File: src/rtl/square_root_iter.sv
// Iterative integer square root: one root bit per clock, valid/ready on both sides.
// Produces floor (or rounded, saturating) root plus the floor remainder.
module square_root_iter #(
   parameter int unsigned DATA_WIDTH = 142,
   parameter int unsigned ROUND      = 0
) (
   input  logic                    clock,
   input  logic                    resetN,
   input  logic [DATA_WIDTH-1:0]   inputData,
   input  logic                    inputValid,
   output logic                    inputReady,
   output logic [DATA_WIDTH/2-1:0] outputRoot,
   output logic [DATA_WIDTH/2:0]   outputRemainder,
   output logic                    outputValid,
   input  logic                    outputReady,
   output logic                    busy
);

   localparam int unsigned ROOT_W = DATA_WIDTH / 2;
   localparam int unsigned REM_W  = ROOT_W + 2;
   localparam int unsigned CNT_W  = $clog2(ROOT_W);

   typedef enum logic [1:0] {StIdle, StCalc, StDone} stateT;

   stateT                 stateQ, stateD;
   logic [DATA_WIDTH-1:0] operandQ, operandD;
   logic [ROOT_W-1:0]     rootQ, rootD;
   logic [REM_W-1:0]      remQ, remD;
   logic [CNT_W-1:0]      cntQ, cntD;
   logic [ROOT_W-1:0]     outRootQ, outRootD;
   logic [ROOT_W:0]       outRemQ, outRemD;
   logic                  outValidQ, outValidD;

   logic                  accept;
   logic [1:0]            pair;
   logic [REM_W-1:0]      remShift, trial, remStep;
   logic [ROOT_W-1:0]     rootStep, rootRounded;
   logic                  takeBit;

   assign inputReady      = (stateQ == StIdle) || ((stateQ == StDone) && outputReady);
   assign accept          = inputValid && inputReady;
   assign busy            = (stateQ == StCalc);
   assign outputRoot      = outRootQ;
   assign outputRemainder = outRemQ;
   assign outputValid     = outValidQ;

   // One restoring step: bring down the next operand bit pair, try subtracting {root,01}.
   always_comb begin
      pair     = operandQ[DATA_WIDTH-1 -: 2];
      remShift = (remQ << 2) | {{ROOT_W{1'b0}}, pair};
      trial    = {rootQ, 2'b01};
      takeBit  = (remShift >= trial);
      remStep  = takeBit ? (remShift - trial) : remShift;
      rootStep = {rootQ[ROOT_W-2:0], takeBit};
   end

   // Round up when the remainder exceeds the floor root; an all-ones root cannot grow.
   always_comb begin
      rootRounded = rootStep;
      if ((ROUND != 0) && (remStep > {2'b00, rootStep}) && !(&rootStep)) begin
         rootRounded = rootStep + ROOT_W'(1);
      end
   end

   always_comb begin
      stateD    = stateQ;
      operandD  = operandQ;
      rootD     = rootQ;
      remD      = remQ;
      cntD      = cntQ;
      outRootD  = outRootQ;
      outRemD   = outRemQ;
      outValidD = outValidQ;

      unique case (stateQ)
         StIdle: begin
            if (accept) begin
               stateD = StCalc;
            end
         end
         StCalc: begin
            operandD = operandQ << 2;
            rootD    = rootStep;
            remD     = remStep;
            cntD     = cntQ - CNT_W'(1);
            if (cntQ == '0) begin
               stateD    = StDone;
               cntD      = '0;
               outRootD  = rootRounded;
               outRemD   = remStep[ROOT_W:0];
               outValidD = 1'b1;
            end
         end
         StDone: begin
            if (outputReady) begin
               outValidD = 1'b0;
               stateD    = accept ? StCalc : StIdle;
            end
         end
         default: begin
            stateD = StIdle;
         end
      endcase

      // Operand load is shared by the IDLE and DONE accept paths.
      if (accept) begin
         operandD = inputData;
         rootD    = '0;
         remD     = '0;
         cntD     = CNT_W'(ROOT_W - 1);
      end
   end

   always_ff @(posedge clock) begin
      if (!resetN) begin
         stateQ    <= StIdle;
         operandQ  <= '0;
         rootQ     <= '0;
         remQ      <= '0;
         cntQ      <= '0;
         outRootQ  <= '0;
         outRemQ   <= '0;
         outValidQ <= 1'b0;
      end else begin
         stateQ    <= stateD;
         operandQ  <= operandD;
         rootQ     <= rootD;
         remQ      <= remD;
         cntQ      <= cntD;
         outRootQ  <= outRootD;
         outRemQ   <= outRemD;
         outValidQ <= outValidD;
      end
   end

endmodule
File: config.mk
export PLATFORM = sky130hd
export DESIGN_NAME = square_root_iter
export DESIGN_NICKNAME = d
export VERILOG_FILES = /design/src/rtl/square_root_iter.sv
export SDC_FILE = /design/constraint.sdc
export NUM_CORES = 1
export LEC_CHECK = 0
export CAP_MARGIN = 10
export CORE_MARGIN = 2
export CORE_UTILIZATION = 55
export CTS_CLUSTER_SIZE = 40
export DETAILED_ROUTE_END_ITERATION = 10
export PLACE_DENSITY_LB_ADDON = 0.3
export SLEW_MARGIN = 20
export SYNTH_ARGS = -nofsm -noshare
export SYNTH_HDL_FRONTEND = slang
export SYNTH_SLANG_ARGS = --single-unit
File: constraint.sdc
create_clock -name clock -period 3.88 [get_ports clock]
set_clock_uncertainty 0.05 [all_clocks]
set_input_delay 0.776 -clock clock [delete_from_list [all_inputs] [get_ports clock]]
set_output_delay 0.776 -clock clock [all_outputs]
set_load 0.01 [all_outputs]
==> results_dict.tcl, run 1 <==
set metrics [dict create \
    numClockSinks 437 \
    path_cells "inv_1, ha_1, a21oi_1, nand4_1, a311oi_1, o21ai_1, a21oi_1, o2111ai_2, and2_4, buf_12, o21ai_0, o21ai_0" \
    min_period_over_period_pct 93.3 \
    period_needed_ns 3.62 \
    drt_iter0_markers 1416 \
    syn_area_um2 21600 \
    synthTopCellsByCount "679 x nand2_1, 437 x dfxtp_1, 377 x a21oi_1" \
    relSlewSlack_pct 27.0 \
    synth_nets 3082 \
    path_delay_family "compound AO/OA/AOI/OAI gates" \
    status "finished, final reports clean" \
    fmaxAchievable_mhz 276 \
    crit_fanout 53 \
    yosys_warnings 0 \
    cts_root_buf "clkbuf_16" \
    rsz0062_at_grt "no" \
    p_clk_share_pct 26.3 \
    ctsLongestPathBuffers 3 \
    cts_made_buffers 46 \
    fp.dieH_um 202 \
    p_sw_w 0.00630 \
    wl_per_cell_um 17.9 \
    intPower_w 0.00989 \
    crit_buf_inv 2 \
    final_nets 3238 \
    crit_required_ns 4.26 \
    portBuffers 291 \
    gp_congestion 0.978 \
    wl_mm 64.0 \
    ys_ff_latch 437 \
    grt_pass1_wl_mm 104 \
    max_stage_delay_ns 0.48 \
    ir_worst_vdd_uv 464 \
    fillers 3233 \
    final_cells 3568 \
    maxCapViolations 0 \
    yosysTopAreaCellShare_pct 40.6 \
    grt_max_degree 228 \
    start_util_pct 55.8 \
    antenna_left 0 \
    worst_pin_slew_ns 1.10 \
    syn_inst 2862 \
    antenna_found_initial 1 \
    yosys-top-cells-area "dfxtp_1 41%, nand2_1 12%, a21oi_1 8.7%, a311oi_1 5.6%, o21ai_0 4.9%" \
    avgSynthCellArea_um2 7.54 \
    num_io_pins 292 \
    drive_gt1_share_pct 5.02 \
    design.die.area_um2 40800 \
    vias_per_cell 5.86 \
    hold_ws_ns 0.399 \
    first_pass_iters 6 \
    post-place-cells 3488 \
    area_growth_pct 21.2 \
    synthArstFlopShare_pct 0 \
    pwr_density_cell_nw_per_um2 620 \
    ys_types 78 \
    grt_pass1_vias 20300 \
    hold_class "reg2reg" \
    multiInputGateArea_um2 11500 \
    dr_total_vias 20900 \
    maxSlewViolCount 0 \
    tns_ns 0 \
    rows 72 \
    clkLatencyLatePin_ns 0.58 \
    core_um2 38600 \
    die_w_um 202 \
    yosysMostFrequentCell "nand2_1" \
    final_hold_viol_count 0 \
    synth.largest_area_cell "dfxtp_1" \
    overflow 0 \
    final_util_pct 67.6 \
    startpoint_type "flop" \
    cp.arrival_ns 4.00 \
    seqPwrFrac_pct 31.4 \
    power_w 0.0162 \
    clk_pin_slew_ns 0.06 \
    yosysSeqAreaShare_pct 40.6 \
    switching_share_pct 38.9 \
    setup-violations-final 0 \
    criticalPathCategory "reg2reg" \
    htreeDepth 2 \
    yosys_most_used_dff "dfxtp_1" \
    end_kind "flop" \
    tritoncts "built" \
    track_usage_pct 30.6 \
    dp_hpwl_mm 44.8 \
    p_leak_nw 9.81 \
    p_comb_share_pct 42.3 \
    synth_edf_count 0 \
    final-seq-area_um2 8750 \
    cp_slowest_cell "o21ai_0" \
    drc 0 \
]
-- tightest hold or removal path: stages, from the launching register on --
cell,delay [ns]
dfxtp_1,0.30
nand2_1,0.05
a21oi_1,0.05
-- logic make-up (layout without fill, tap and decap cells) --
family	Yosys count	in the layout	synth area share, %
and+or+nand+nor	1044	1044	19.9
AOI/OAI and AO/OA	888	888	25.3
DFF	437	437	40.6
buffers and inverters	330	517	6.21
adders and majority gates	74	74	4.29
xor gates and xnor gates	68	68	2.76
muxes	21	21	0.980
other	0	1	0
-- worst paths after layout --
path	start	end	slack, ns	cells after the start
max	rootQ[4]	outputRemainder[44]	0.26	12
max reg2reg	rootQ[4]	outputRemainder[44]	0.26	12
min reg2reg	outputRoot[60]	outputRoot[60]	0.40	2
min	outputRoot[60]	outputRoot[60]	0.40	2
-- power groups by stage --
stage | clock [W] | sequential (W) | combinational (W)
6_report | 0.00425 | 0.00508 | 0.00686
5_1_grt | 0.00450 | 0.00511 | 0.00748
4_1_cts | 0.00432 | 0.00507 | 0.00676
3_5_place_dp | 0 | 0.00516 | 0.00671
3_3_place_gp | 0 | 0.00515 | 0.00666
2_1_floorplan | 0 | 0.00512 | 0.00470
-- per-layer routing --
metal | GRT usage (%) | part of all wire [%] | wire, um
met1 | 39.3 | 44 | 27900
met2 | 50.6 | 46 | 29600
met3 | 6.59 | 6.9 | 4410
met4 | 11.2 | 3.2 | 2080
met5 | 0 | 0 | 0
-- stage by stage --
step | setup WS (ns) | instance area, um^2
floorplan | 1.02 | 21600
detailed placement | 0.229 | 24700
global placement | 0.207 | 24700
global route | 0.0266 | 26100
finish | 0.258 | 26100
CTS | 0.176 | 26100
-- registers in the layout (all words and copies together), names as in the netlist --
name	flops
stateQ	2
operandQ	142
cntQ	7
remQ	71
outputRoot	71
outputValid	1
outputRemainder	72
rootQ	71
-- timing repair --
action	in CTS	in global routing
setup endpoints to repair	0	2
resized for setup	0	1
hold buffers	0	0
buffers inserted	0	0
-- placed cells by master (no fill, tap or decap), types with 74 or more instances in the layout --
cell type and instances:
nor2_1 204, a311oi_1 138, nand2_1 677, o21ai_0 212, dfxtp_1 437, ha_1 74, a21oi_1 377, inv_1 99
clkdlybuf4s50_1 290
-- cell type report --
type	instances	area share, %
multi-input cells	2095	44.1
diodes	1	0.00958
inverters	101	1.50
clock buffers	63	5.04
repair buffers	337	12.9
clock inverters	16	0.512
flip-flops and latches	437	33.5
well taps	518	2.48
Power figures use the tool's default switching activity.
==> inputs of run 2 (changes only) <==
Settings changed: SETUP_SLACK_MARGIN set to 0.02.
==> results of run 2 <==
Same layout as run 1: the final DEF is identical, and so are final timing and power.
==> inputs of run 3 (changes only) <==
Settings changed: CAP_MARGIN 10 to 20.
==> results of run 3 <==
Same layout as run 1: the final DEF is identical, and so are final timing and power.
